===== src/rtl/mul_div_unit.sv =====
`default_nettype none
// +--------------------------------------------------------------------+
// | mul_div_unit: multi-cycle unsigned multiply/divide owning HI/LO.   |
// | Shift-add multiply and restoring divide, one bit per clock.        |
// | Revision: 1.0                                                      |
// +--------------------------------------------------------------------+
module mul_div_unit #(
  parameter int WIDTH = 32,
  parameter int CNT_W = 6
) (
  input  logic             clk,
  input  logic             rst_n,
  input  logic             start,
  input  logic [4:0]       op,
  input  logic [WIDTH-1:0] a,
  input  logic [WIDTH-1:0] b,
  input  logic             hi_we,
  input  logic             lo_we,
  input  logic [WIDTH-1:0] wdata,
  output logic [WIDTH-1:0] hi,
  output logic [WIDTH-1:0] lo,
  output logic             busy,
  output logic             done,
  output logic             div_by_zero
);

  localparam logic [4:0]       c_OP_DIV  = 5'd13;
  localparam logic [4:0]       c_OP_MULT = 5'd14;
  localparam logic [CNT_W-1:0] c_LAST    = CNT_W'(WIDTH - 1);

  typedef enum logic [1:0] {
    S_IDLE = 2'd0,
    S_RUN  = 2'd1,
    S_DONE = 2'd2
  } state_t;

  state_t             r_state;
  logic [WIDTH-1:0]   r_a;
  logic [WIDTH-1:0]   r_b;
  logic               r_is_div;
  logic [2*WIDTH-1:0] r_acc;
  logic [CNT_W-1:0]   r_cnt;
  logic [WIDTH-1:0]   r_hi;
  logic [WIDTH-1:0]   r_lo;
  logic               r_done;
  logic               r_dbz;

  logic               w_start;
  logic [WIDTH:0]     w_psum;
  logic [WIDTH:0]     w_rem_sh;
  logic [WIDTH:0]     w_diff;
  logic               w_ge;
  logic [2*WIDTH-1:0] w_acc_next;

  assign w_start = start && ((op == c_OP_MULT) || (op == c_OP_DIV));

  // Accumulator: upper half is partial product / remainder, lower half
  // holds the multiplier or dividend bits still to be consumed.
  always_comb begin
    w_psum     = {1'b0, r_acc[2*WIDTH-1:WIDTH]} + (r_acc[0] ? {1'b0, r_a} : {(WIDTH+1){1'b0}});
    w_rem_sh   = {r_acc[2*WIDTH-1:WIDTH], r_acc[WIDTH-1]};
    w_ge       = (w_rem_sh >= {1'b0, r_b});
    w_diff     = w_rem_sh - {1'b0, r_b};
    w_acc_next = {w_psum, r_acc[WIDTH-1:1]};
    if (r_is_div) begin
      if (w_ge) w_acc_next = {w_diff[WIDTH-1:0], r_acc[WIDTH-2:0], 1'b1};
      else      w_acc_next = {w_rem_sh[WIDTH-1:0], r_acc[WIDTH-2:0], 1'b0};
    end
  end

  always_ff @(posedge clk or negedge rst_n) begin
    if (!rst_n) begin
      r_state  <= S_IDLE;
      r_a      <= '0;
      r_b      <= '0;
      r_is_div <= 1'b0;
      r_acc    <= '0;
      r_cnt    <= '0;
      r_hi     <= '0;
      r_lo     <= '0;
      r_done   <= 1'b0;
      r_dbz    <= 1'b0;
    end else begin
      case (r_state)
        S_IDLE: begin
          r_done <= 1'b0;
          if (w_start) begin
            r_a      <= a;
            r_b      <= b;
            r_is_div <= (op == c_OP_DIV);
            r_acc    <= {{WIDTH{1'b0}}, ((op == c_OP_DIV) ? a : b)};
            r_cnt    <= '0;
            r_dbz    <= (op == c_OP_DIV) && (b == '0);
            r_state  <= S_RUN;
          end else begin
            if (hi_we) r_hi <= wdata;
            if (lo_we) r_lo <= wdata;
          end
        end
        S_RUN: begin
          r_acc <= w_acc_next;
          r_cnt <= r_cnt + CNT_W'(1);
          if (r_cnt == c_LAST) begin
            r_hi    <= w_acc_next[2*WIDTH-1:WIDTH];
            r_lo    <= w_acc_next[WIDTH-1:0];
            r_done  <= 1'b1;
            r_state <= S_DONE;
          end
        end
        S_DONE: begin
          r_done  <= 1'b0;
          r_state <= S_IDLE;
        end
        default: begin
          r_done  <= 1'b0;
          r_state <= S_IDLE;
        end
      endcase
    end
  end

  assign hi          = r_hi;
  assign lo          = r_lo;
  assign busy        = (r_state != S_IDLE);
  assign done        = r_done;
  assign div_by_zero = r_dbz;

endmodule
`default_nettype wire

===== config.mk =====
export PLATFORM = sky130hd
export DESIGN_NAME = mul_div_unit
export DESIGN_NICKNAME = d
export VERILOG_FILES = /design/src/rtl/mul_div_unit.sv
export SDC_FILE = /design/constraint.sdc
export NUM_CORES = 1
export LEC_CHECK = 0
export CAP_MARGIN = 10
export CORE_MARGIN = 2
export CORE_UTILIZATION = 55
export CTS_BUF_LIST = sky130_fd_sc_hd__clkbuf_4
export DETAILED_ROUTE_END_ITERATION = 12
export GPL_ROUTABILITY_DRIVEN = 0
export GPL_TIMING_DRIVEN = 0
export PLACE_DENSITY_LB_ADDON = 0.08
export SKIP_LAST_GASP = 1
export SYNTH_ARGS = -nofsm -noshare
export SYNTH_HDL_FRONTEND = slang
export SYNTH_SLANG_ARGS = --single-unit

===== constraint.sdc =====
create_clock -name clk -period 5.64 [get_ports clk]
set_input_delay 0.846 -clock clk [delete_from_list [all_inputs] [get_ports clk]]
set_output_delay 0.846 -clock clk [all_outputs]
set_load 0.01 [all_outputs]

==> out/summary.txt, run 1 <==
Status: completed
Die width: 160 um
Die extent in y: 160 um
Area grow syn2layout: 21.0%
Num CTS Buffers: 55
Largest stage delay on the critical path: 540 ps
Largest net degree at the start of global routing: 121
Yosys reg bits: 203
NumNets Final: 1,995
Layout cells sized above 1: 7.09%
Unrepaired setup endpoints after global routing: false
Tcrit/Tclk final: 80.9%
CP max FO: 10
Most frequent cells after synthesis: nand2_1 (318), dfrtp_1 (203), o21ai_0 (172)
Total gr overflow: 0
Initial DRC count: 1,782
Placed cells: 2,089
Post-Syn Area: 13,400 um2
Slowest CP cell: a31oi_1
Core Region: 24,100 um2
Worst-path cell chain: clkbuf_1 -> and2_1 -> ha_1 -> fa_1 -> a211oi_1 -> o21ai_0 -> a41oi_1 -> o22ai_1 -> a31oi_1 -> o21ai_0 -> xor2_1 -> o211ai_1 -> a31oi_1
Die area: 25,600 um2
Post-synth ARST share: 100%
H-tree levels: 2
Required @ worst endpoint: 6170 ps
Startpoint types: flip-flop
Root Driver: clkbuf_4
Post-CTS Resized: 0
I/O pins: 173
Max frequency: 219 MHz
Placed Area: 15,500 um2
Worst min-delay path class: in -> async
Least-Margin Pin Slew: 1090 ps
Syn. warnings: 0
Worst vdd ir: 0.000262 V
Non-filler cells, final: 2,188
Place WS: 1210 ps
Post-Synthesis Net Count: 1,765
Initial Utilization: 55.5%
Biggest area consumer among synthesized cells: dfrtp_1
Synth area leaders: dfrtp_1 (38%), nand2_1 (8.9%), o21ai_0 (6.4%)
Top-count cell post-synth: nand2_1
Slew margin rel.: 26.5%
Detail-routed via count per cell: 6.29
Fin area: 16,200 um2
Slew Viols, Final: 0
Drt pass-1 iters: 6
Drt total wl: 49,800 um
Via Count: 13,800
Synth top area share: 38.0%
Post-DR wirelength/cell: 22.8 um
Clock latency on the worst-skew pair: 730 ps
Initial antenna violation count: 3
Period minus WS final: 4560 ps
Hold buffer count at CTS: 0
P per Cell Area: 470 nW/um2
Number of synthesized flops with an enable pin: 0
Clock tree sinks: 203
Setup Fix Bufs, Post-CTS: 0
Port Buffers: 172
Worst-path clk slew: 70 ps
Final hold viol count: 0
Met2 usage: 57.7%
Total GRT Usage: 38.4%
Grt met3 use: 11.8%
DRT antenna net count: 0
Vias in the first global route: 13,200
Delay-heaviest family, CP: compound AO/OA/AOI/OAI gates
Met1 Usage GRT: 51.4%
Endpoints failing setup: 0
Cells after Synth: 1,592
Tot Pwr: 7.61 mW
Clock skew: 76.7 ps
Syn avg cell area: 8.41 um2
Dpl hpwl: 38,200 um
GR peak layer: met2
Drt drc: 0
Post-route setup slack: 1080 ps
Setup Crit Path Kind: reg -> reg
First-pass GRT wire length: 75,400 um
Post-synthesis sequential area ratio: 38.0%
Setup TNS after final layout: 0 ps
Most used DFF post-synth: dfrtp_1
CTS tree: done
Num rows: 57
Max-cap violation count: 0
Leakage power: 7.34 nW
Crit path DAT: 5090 ps
WP buf/inv: 1
Maximum root-to-sink buffer count: 3
Kind of end point of the critical path: flip-flop
Netlist cell types: 72
==> state kept, by name, summed over array words and instances, names as in the netlist <==
name,flops
done,1
lo,32
r_a,32
div_by_zero,1
hi,32
r_state,2
r_cnt,6
r_is_div,1
r_acc,64
r_b,32
==> logic make-up after synthesis <==
| group | synth area share, % |
|---|---|
| muxes | 8.13 |
| DFF | 38.0 |
| buffers and inverters | 4.10 |
| adders and majority gates | 6.38 |
| xor gates and xnor gates | 3.14 |
| and+or+nand+nor | 18.0 |
| AOI/OAI and AO/OA | 22.3 |
==> worst paths after layout <==
path                       slack, ps       to     start  depth (start not counted)
setup reg to reg                1080   hi[23]  r_acc[0]                         13
hold / removal                    80  r_b[11]     rst_n                          1
setup / recovery                1080   hi[23]  r_acc[0]                         13
hold reg to reg                  470   r_a[8]    r_a[8]                          2
max in group asynchronous       4450   lo[19]     rst_n                          2
min in group clk                 470   r_a[8]    r_a[8]                          2
==> layout make-up <==
cell class	instances	area, um2
inverter	51	191
timing repair buffer	173	1750
sequential	203	5080
tap	324	405
antenna	2	5.00
buffer	91	358
clock inverter	25	110
multi-input combinational	1247	7760
clock buffer	72	541
fill	2103	7910
==> routing by layer <==
layer	up-vias	share of wire [%]
li1	6178	-
met1	6481	40
met2	907	43
met3	197	12
met4	4	4.8
met5	-	0.054
==> power breakdown <==
part / switching (mW) / internal [mW]
clock: 0.671 / 0.600
combinational: 2.41 / 1.59
sequential: 0.415 / 1.92
==> cell usage in the layout, fill, tap and decap left out, types with 17 or more instances in the layout <==
master	netlist	routed
clkbuf_1	80	80
mux2i_1	78	78
o211ai_1	38	38
ha_1	65	65
mux2_2	26	26
clkbuf_4	0	72
nand4_1	17	17
nand3_1	19	19
and2_1	37	37
nand2_1	318	318
inv_1	51	51
o21ai_0	172	172
xor2_1	23	23
clkdlybuf4s50_1	0	171
nor2_1	91	91
a31oi_1	28	28
a21oi_1	90	90
dfrtp_1	203	203
xnor2_1	25	25
a21o_1	38	38
==> metrics by stage <==
stage	hold slack, ps	util [%]
after global routing	160	67.2
after floorplan	437	-
final	83.9	67.2
after detailed placement	455	64.5
after CTS	127	67.2
after global placement	452	64.4
No activity file was read; power rests on OpenSTA's default activity.
==> run 2: changes to the inputs <==
- clock period: 5.64 -> 4.75 ns (I/O delays scaled with it)
==> run 2 against run 1 <==
Compared with the run above: global-route usage unchanged; utilization about the same; first-iteration DRC count down 4.9%; via count up 0.57%; critical path type unchanged; largest power group unchanged.
==> out/summary.txt, run 2 (synthesized netlist as in run 1, its figures left out) <==
Multi-input gate area: 7760 um2 (unchanged)
Drt drc: 0 (unchanged)
Root Driver: clkbuf_4
Port Buffers: 172 (unchanged)
Die area: 25,600 um2 (unchanged)
Endpoints failing setup: 0 (unchanged)
FF/Latch Area: 5080 um2 (unchanged)
Fill cells: 2,102 (-0.048%)
Worst-path cell chain: clkbuf_1 -> and2_1 -> ha_1 -> fa_1 -> a211oi_1 -> o21ai_0 -> a41oi_1 -> o22ai_1 -> a31oi_1 -> o21ai_0 -> xor2_1 -> o211ai_1 -> a31oi_1
Fin area: 16,200 um2 (about the same)
Post-route setup slack: 224 ps (-852 ps)
Delay-heaviest family, CP: compound AO/OA/AOI/OAI gates
Post-DR wirelength/cell: 22.8 um (+0.18%)
Initial Utilization: 55.5% (unchanged)
Most frequent cells in the layout: nand2_1 (318), dfrtp_1 (203), o21ai_0 (172)
Worst-path clk slew: 70 ps (about the same)
Place WS: 322 ps (-890 ps)
Total GRT Usage: 38.4% (unchanged)
Slowest CP cell: a31oi_1
Placed Area: 15,500 um2 (unchanged)
Tot Pwr: 9.02 mW (+19%)
Vias in the first global route: 13,200 (unchanged)
Setup Crit Path Kind: reg -> reg
Final hold viol count: 0 (unchanged)
Period minus WS final: 4530 ps (-38.1 ps)
Unrepaired setup endpoints after global routing: false
Worst vdd ir: 0.000311 V (+18%)
Worst min-delay path class: reg -> reg
Crit path DAT: 5060 ps (-30 ps)
R2R depth: 13 (unchanged)
Met1 Usage GRT: 51.4% (unchanged)
Detail-routed via count per cell: 6.33 (+0.53%)
Num rows: 57 (unchanged)
Max reg flops: 64 (unchanged)
Largest stage delay on the critical path: 540 ps (about the same)
Setup Fix Bufs, Post-CTS: 0 (unchanged)
I/O pins: 173 (unchanged)
Tcrit/Tclk final: 95.3% (+14 points)
Destination of the worst hold path: r_a[8]
DRT antenna net count: 0 (unchanged)
Status: completed
Die width: 160 um (unchanged)
Layout cells sized above 1: 7.09% (about the same)
GR peak layer: met2
Required @ worst endpoint: 5280 ps (-890 ps)
Drt total wl: 49,900 um (+0.22%)
Maximum root-to-sink buffer count: 3 (unchanged)
CTS tree: done
Initial DRC count: 1,695 (-4.9%)
Area grow syn2layout: 21.1% (about the same)
Max frequency: 221 MHz (+0.84%)
Slew margin rel.: 23.4% (-3.1 points)
Worst r2r src: r_acc[0]
Placed cells: 2,089 (unchanged)
P per Cell Area: 557 nW/um2 (+18%)
Least-Margin Pin Slew: 1140 ps (+46.7 ps)
Post-CTS Resized: 0 (unchanged)
NumNets Final: 1,996 (+0.050%)
Commonest non-fill, non-tap cell in the layout: nand2_1
Num CTS Buffers: 55 (unchanged)
Leakage power: 7.34 nW (about the same)
Clock latency on the worst-skew pair: 730 ps (about the same)
CP max FO: 10 (unchanged)
Grt met3 use: 11.8% (unchanged)
Largest net degree at the start of global routing: 121 (unchanged)
Reg with most FFs: r_acc
Dpl hpwl: 38,200 um (unchanged)
Reg-to-reg slack, setup: 220 ps (-850 ps)
WP buf/inv: 1 (unchanged)
Slew Viols, Final: 0 (unchanged)
Core Region: 24,100 um2 (unchanged)
H-tree levels: 2 (unchanged)
Worst reg2reg path endpoint: hi[23]
Clock tree sinks: 203 (unchanged)
Kind of end point of the critical path: flip-flop
Die extent in y: 160 um (unchanged)
Non-filler cells, final: 2,189 (+0.046%)
Met2 usage: 57.7% (unchanged)
Min-Delay Path Depth: 2
Drt pass-1 iters: 5 (-1)
Hold Path Origin: r_a[8]
Initial antenna violation count: 3 (unchanged)
Total gr overflow: 0 (unchanged)
First-pass GRT wire length: 75,400 um (unchanged)
Via Count: 13,800 (+0.57%)
Startpoint types: flip-flop
Clock skew: 81.9 ps (+5.20 ps)
Max-cap violation count: 0 (unchanged)
## run 2: cell count changes in the layout (fill, tap and decap cells not counted), sizes merged
cell / before / now
dlygate4sd3: 0 / 1
## run 2: worst register-to-register path, cell delays in order (launching register included)
cell	delay (ps)
dfrtp_1	500
clkbuf_1	250
and2_1	190
ha_1	200
fa_1	440
a211oi_1	300
o21ai_0	290
a41oi_1	480
o22ai_1	200
a31oi_1	540
o21ai_0	220
xor2_1	170
o211ai_1	440
a31oi_1	150
## run 2: timing repair
item,CTS,global route
endpoints found under the setup margin,0,0
hold buffers,1,0
endpoints found under the hold margin,5,0
## run 2: layout make-up
| type | count | share of cell area [%] |
|---|---|---|
| multi-input combinational | 1247 | 47.8 |
| sequential | 203 | 31.3 |
| timing repair buffer | 174 | 10.9 |
| clock buffer | 72 | 3.33 |
| tap | 324 | 2.50 |
| buffer | 91 | 2.21 |
| inverter | 51 | 1.18 |
| clock inverter | 25 | 0.679 |
| antenna | 2 | 0.0309 |
## run 2: worst max path at each step
stage / slack [ps] / startpoint / end / cells past startpoint
finish: 220 / r_acc[0] / hi[23] / 13
global route: 6 / r_acc[0] / hi[23] / 13
CTS: 310 / r_acc[0] / hi[23] / 13
detailed placement: 320 / r_acc[0] / hi[23] / 13
global placement: -5790 / rst_n / lo[27] / 1
floorplan: 1530 / r_acc[0] / hi[23] / 13
## run 2: stage by stage
step	util [%]	setup TNS, ps	hold WS [ps]
after global placement	64.4	-1170980	452
after CTS	67.2	0	470
after floorplan	-	0	417
final	67.2	0	469
after global routing	67.2	0	490
after detailed placement	64.5	0	455
## run 2: per-layer routing
metal | part of all wire (%) | vias to the layer above
met5 | 0.054 | -
met4 | 5.1 | 4
met3 | 12 | 207
met2 | 43 | 910
met1 | 40 | 6555
li1 | - | 6170
## run 2: where the power goes
part	switching, mW	leakage, nW	internal (mW)
registers	0.495	2.49	2.28
logic	2.85	4.46	1.89
clock network	0.793	0.395	0.713
==> edit 1, RTL diff (settings of run 2) <==
Reset style: synchronous (`rst_n`), changed in one clocked block.
--- a/src/rtl/mul_div_unit.sv
+++ b/src/rtl/mul_div_unit.sv
@@ -68,7 +68,7 @@
     end
   end
 
-  always_ff @(posedge clk or negedge rst_n) begin
+  always_ff @(posedge clk) begin
     if (!rst_n) begin
       r_state  <= S_IDLE;
       r_a      <= '0;
Check against the original RTL: differs if rst_n is asserted again (counterexample within 4 cycles, from zero or initial values and one cycle with rst_n low); with rst_n held inactive, the same outputs for 10 cycles.
==> edit 1 against run 2 <==
- non-clock buffer count is 29 higher
- final area is 1.7% lower
- area after synthesis is 2.0% lower
- synthesized cell count is 11% higher
- maximum frequency is 11% higher
- wire length is 2.3% higher
- global-route usage is 1.6 points higher
- worst setup slack better by 0.46 ns
- sequential cell count stayed put
- highest routed layer is now met4
Power is not compared: it rests on default switching activity, and its combinational part moved more than twofold at a synthesized area within 25%.
==> edit 1: results (changes against run 2) <==
** STA
- The headroom to the max-slew limit is 33.68% (+10 points).
- The largest clock skew in the final design is 0.06199 ns (-0.01992 ns).

** Final layout
- The non-clock buffer share of cell area came to 13.77% (+0.68 points).
- Layout Cell Area excl Fill :: 15930 sq um (-1.7%)
- The number of multi-input logic gates is 1399 (+12%).
- The fill cell instance count of the final layout is 2098 (-0.19%).
- Portion of the layout cell area used by clock cells :: 4.344% (+0.33 points)
- Sequential cell area share :: 25.51% (-5.8 points)
- The final standard cell count with taps included and fillers excluded was 2355 (+7.6%).
- The final net count was 2169 (+8.7%).
- The fraction of final layout cells sized beyond drive strength 1 came to 6.241% (-0.84 points).
- The number of diodes added for antenna fixing was 1 (-1).
- Multi-input logic area :: 8409 sq um (+8.4%)

** GRT
- Maximum number of pins on one net before global-route repair :: 14 (-88%)
- The global-route met3 utilization is 10.89% (-0.96 points).
- The global-route track usage on met1 is 52.40% (+1.1 points).
- Via count of the first global-routing pass :: 13470 (+1.7%)
- Total track usage :: 40.00% (+1.6 points)
- Initial antenna violation count :: 1 (-2)
- The first-pass GRT wire length was 75980 um (+0.77%).

** Routing
- The total iterations of the first detailed-routing run came to 8 (+3).
- The detailed router used layers up to and including met4.
- The mean number of vias per cell came to 6.221 (-1.7%).

** Logic synthesis
- Prevailing post-synth register cell :: sky130_fd_sc_hd__dfxtp_1
- Commonest cells in the synthesized netlist :: 262 x sky130_fd_sc_hd__nand2_1, 209 x sky130_fd_sc_hd__a21oi_1, 203 x sky130_fd_sc_hd__dfxtp_1
- The count of mapped cells out of synthesis is 1769 (+11%).
- The proportion of register bits with asynchronous set or reset after synthesis is 0% (-100 points).
- The combined area of all synthesized cells was 13120 sq um (-2.0%).

** Placement
- The total half-perimeter wirelength after legalization and detailed placement is 40320 um (+5.5%).
- Placed Cells :: 2259 (+8.1%)
- Total placed instance area :: 15230 sq um (-2.0%)

** Worst setup path
- Worst Path Arrival :: 4.59 ns (-0.47 ns)
- The delay of the slowest critical-path stage came to 0.46 ns (-0.08 ns).

** CTS
- TritonCTS Buffers :: 53 (-3.6%)
- Clock latency on the worst-skew pair :: 0.70 ns (-0.03 ns)

** Status
- Result of the run :: finished clean
-- edit 1: cell families (layout without fill, tap and decap cells) --
kind of cell / after synthesis / in the layout / synth area share [%]
compound gates: 528 / 528 / 24.87
xor+xnor: 45 / 45 / 3.004
fa+ha+maj: 67 / 67 / 6.505
buf+inv: 167 / 433 / 4.921
flops: 203 / 203 / 30.98
mux: 89 / 89 / 6.867
other cells: 0 / 1 / 0
simple gates: 670 / 670 / 22.85
-- edit 1: path summary, 6_finish.rpt --
check	start	endpoint	slack [ns]	cells past startpoint
max	r_acc[0]	hi[19]	0.68	13
min	r_a[17]	r_a[17]	0.45	2
max reg2reg	r_acc[0]	hi[19]	0.68	13
min reg2reg	r_a[17]	r_a[17]	0.45	2
-- edit 1: report_power, final --
| part | switching (uW) | internal [uW] | total, uW | leakage, uW |
|---|---|---|---|---|
| logic | 428 | 317 | 745 | 0.00420 |
| registers | 33.1 | 1750 | 1790 | 0.00165 |
| clock network | 756 | 842 | 1600 | 0.000414 |
==> edit 2, RTL diff (flow settings as in run 2) <==
Made on the original files. `CNT_W`: 6 -> 12.
--- a/src/rtl/mul_div_unit.sv
+++ b/src/rtl/mul_div_unit.sv
@@ -6,7 +6,7 @@
 // +--------------------------------------------------------------------+
 module mul_div_unit #(
   parameter int WIDTH = 32,
-  parameter int CNT_W = 6
+  parameter int CNT_W = 12
 ) (
   input  logic             clk,
   input  logic             rst_n,
Behaviour: no difference found for any inputs over 4 cycles, from zero or initial values and one cycle with rst_n low; that may be too few to reach the edited logic, so the function may still have changed.
==> edit 2 against run 2 <==
- wire length up 0.43%
- critical path depth shrank 1
- sequential cell count increased by 6
- core utilization down 0.11 points
- hold slack worse by 0.0026 ns
- clock skew fell by 0.037 ns
- first-iteration DRC count increased by 12%
- area after synthesis grew 3.7%
- combinational power grew 4.8%
- worst setup slack better by 0.083 ns
- power rose by 5.0%
- final area up 3.4%
- critical path type unchanged
==> edit 2: results (changes against run 2) <==
** Status
- The flow ran to the end, and the final reports show no timing, DRC or antenna violations.

** GRT
- Wire length of the first global-routing pass :: 76160 um (+1.0%)
- Global-route met1 utilization :: 53.50% (+2.1 points)
- Total track usage :: 38.02% (-0.41 points)
- Initial antenna violation count :: 2 (-1)
- Maximum number of pins on one net before global-route repair :: 85 (-30%)
- The via count of the first global-routing pass came to 13330 (+0.60%).
- Global Route met2 Usage :: 59.01% (+1.4 points)
- Global Route met3 Usage :: 7.207% (-4.6 points)

** Final layout
- Final-stage net count :: 2040 (+2.2%)
- Reg with most FFs :: r_acc
- Fraction of final layout cells with drive strength greater than 1 :: 8.565% (+1.5 points)
- The fill cell instance count of the final layout came to 2144 (+2.0%).

** STA
- Actual slew at the worst max-slew pin :: 0.9973 ns (-0.1411 ns)
- Final Hold Slack :: 0.4667 ns (-0.002614 ns)
- Post-Route Skew :: 0.04522 ns (-0.03669 ns)

** Routing
- The total detailed-routing wirelength came to 50160 um (+0.43%).
- The total iterations of the first detailed-routing run was 6 (+1).
- The via count of the routed design was 13810 (-0.27%).
- The number of DRC markers after the initial detailed-route iteration came to 1897 (+12%).
- Met3 wire len :: 4918 um (-17%)
- Met2 wirelength from detailed routing :: 22180 um (+4.0%)
- The detailed router used layers up to and including met4.

** Logic synthesis
- Commonest cells in the synthesized netlist :: 330 x sky130_fd_sc_hd__nand2_1, 209 x sky130_fd_sc_hd__dfrtp_1, 174 x sky130_fd_sc_hd__o21ai_0
- Synth Net Count :: 1806 (+2.3%)
- The count of cell types in the netlist is 78 (+8.3%).
- Top area cells in the synthesized netlist :: sky130_fd_sc_hd__dfrtp_1 38%, sky130_fd_sc_hd__nand2_1 8.9%, sky130_fd_sc_hd__o21ai_0 6.3%
- The sequential-to-total area share from yosys stat is 37.68% (-0.27 points).

** Power and ir drop
- Peak supply drop :: 0.0003806 V (+22%)
- Pwr Density :: 565.4 nW/um^2 (+1.6%)
- The clock distribution power came to 1550 uW (+3%).
- The internal power of the cells is 5252 uW (+7.6%).
- Leakage power figure :: 0.007597 uW (+3.4%)
- Power consumed by combinational cells :: 4980 uW (+4.8%)

** Worst setup path
- The register-to-register setup slack was 0.31 ns (+0.08 ns).
- The slowest stage of the critical path belongs to the cell sky130_fd_sc_hd__a2111oi_0.
- CP peak stage delay :: 0.77 ns (+0.23 ns)
- Endpoint of the worst setup timing path :: r_acc[63]
- The arrival time at the worst endpoint is 5.03 ns (-0.03 ns).

** Placement
- The area of placed instances came to 16080 sq um (+3.4%).
- DPL Wire Length :: 39090 um (+2.3%)
- The number of port buffers was 172 (unchanged).

** CTS
- TritonCTS Buffers :: 57 (+3.6%)

** Worst hold path
- Hold path startpoint :: r_a[3]
- Worst min-delay path endpoint :: r_a[3]
-- edit 2: cell types whose count changed after synthesis, moves of 6 or more --
| cell | change |
|---|---|
| sky130_fd_sc_hd__dfrtp_1 | +6 |
| sky130_fd_sc_hd__and4_1 | +6 |
| sky130_fd_sc_hd__nand2_1 | +12 |
| sky130_fd_sc_hd__buf_6 | +8 |
| sky130_fd_sc_hd__clkbuf_1 | -9 |
| sky130_fd_sc_hd__a21o_1 | -6 |
| sky130_fd_sc_hd__nand3_1 | +9 |
| sky130_fd_sc_hd__o31ai_1 | +6 |
| sky130_fd_sc_hd__a22o_1 | -8 |
| sky130_fd_sc_hd__mux2_2 | +7 |
| sky130_fd_sc_hd__o21a_1 | +8 |
| sky130_fd_sc_hd__a21oi_1 | -14 |
-- edit 2: kinds of logic (layout without fill, tap and decap cells) --
family	after synthesis	count (layout)	synth area share, %
xor gates and xnor gates	46	46	2.902
AOI/OAI and AO/OA	468	468	21.44
other	0	2	0
adders and majority gates	67	67	6.147
and+or+nand+nor	582	582	18.70
buffers and inverters	148	418	4.687
muxes	113	113	8.446
DFF	209	209	37.68
-- edit 2: through the flow --
step	util (%)	worst slack, ns	std cells
global route	67.14	0.1364	2235
global placement	64.15	-5.835	2135
finish	67.14	0.3073	2235
CTS	67.12	0.4748	2233
floorplan	-	1.415	1633
detailed placement	64.39	0.5344	2137
-- edit 2: final cells by class --
cell class | count | share of cell area, %
Antenna cell | 2 | 0.02986
Buffer | 97 | 2.740
Clock buffer | 80 | 3.583
Clock inverter | 15 | 0.4180
Inverter | 51 | 1.142
Multi-Input combinational cell | 1276 | 47.73
Sequential cell | 209 | 31.20
Tap cell | 330 | 2.463
Timing Repair Buffer | 175 | 10.69
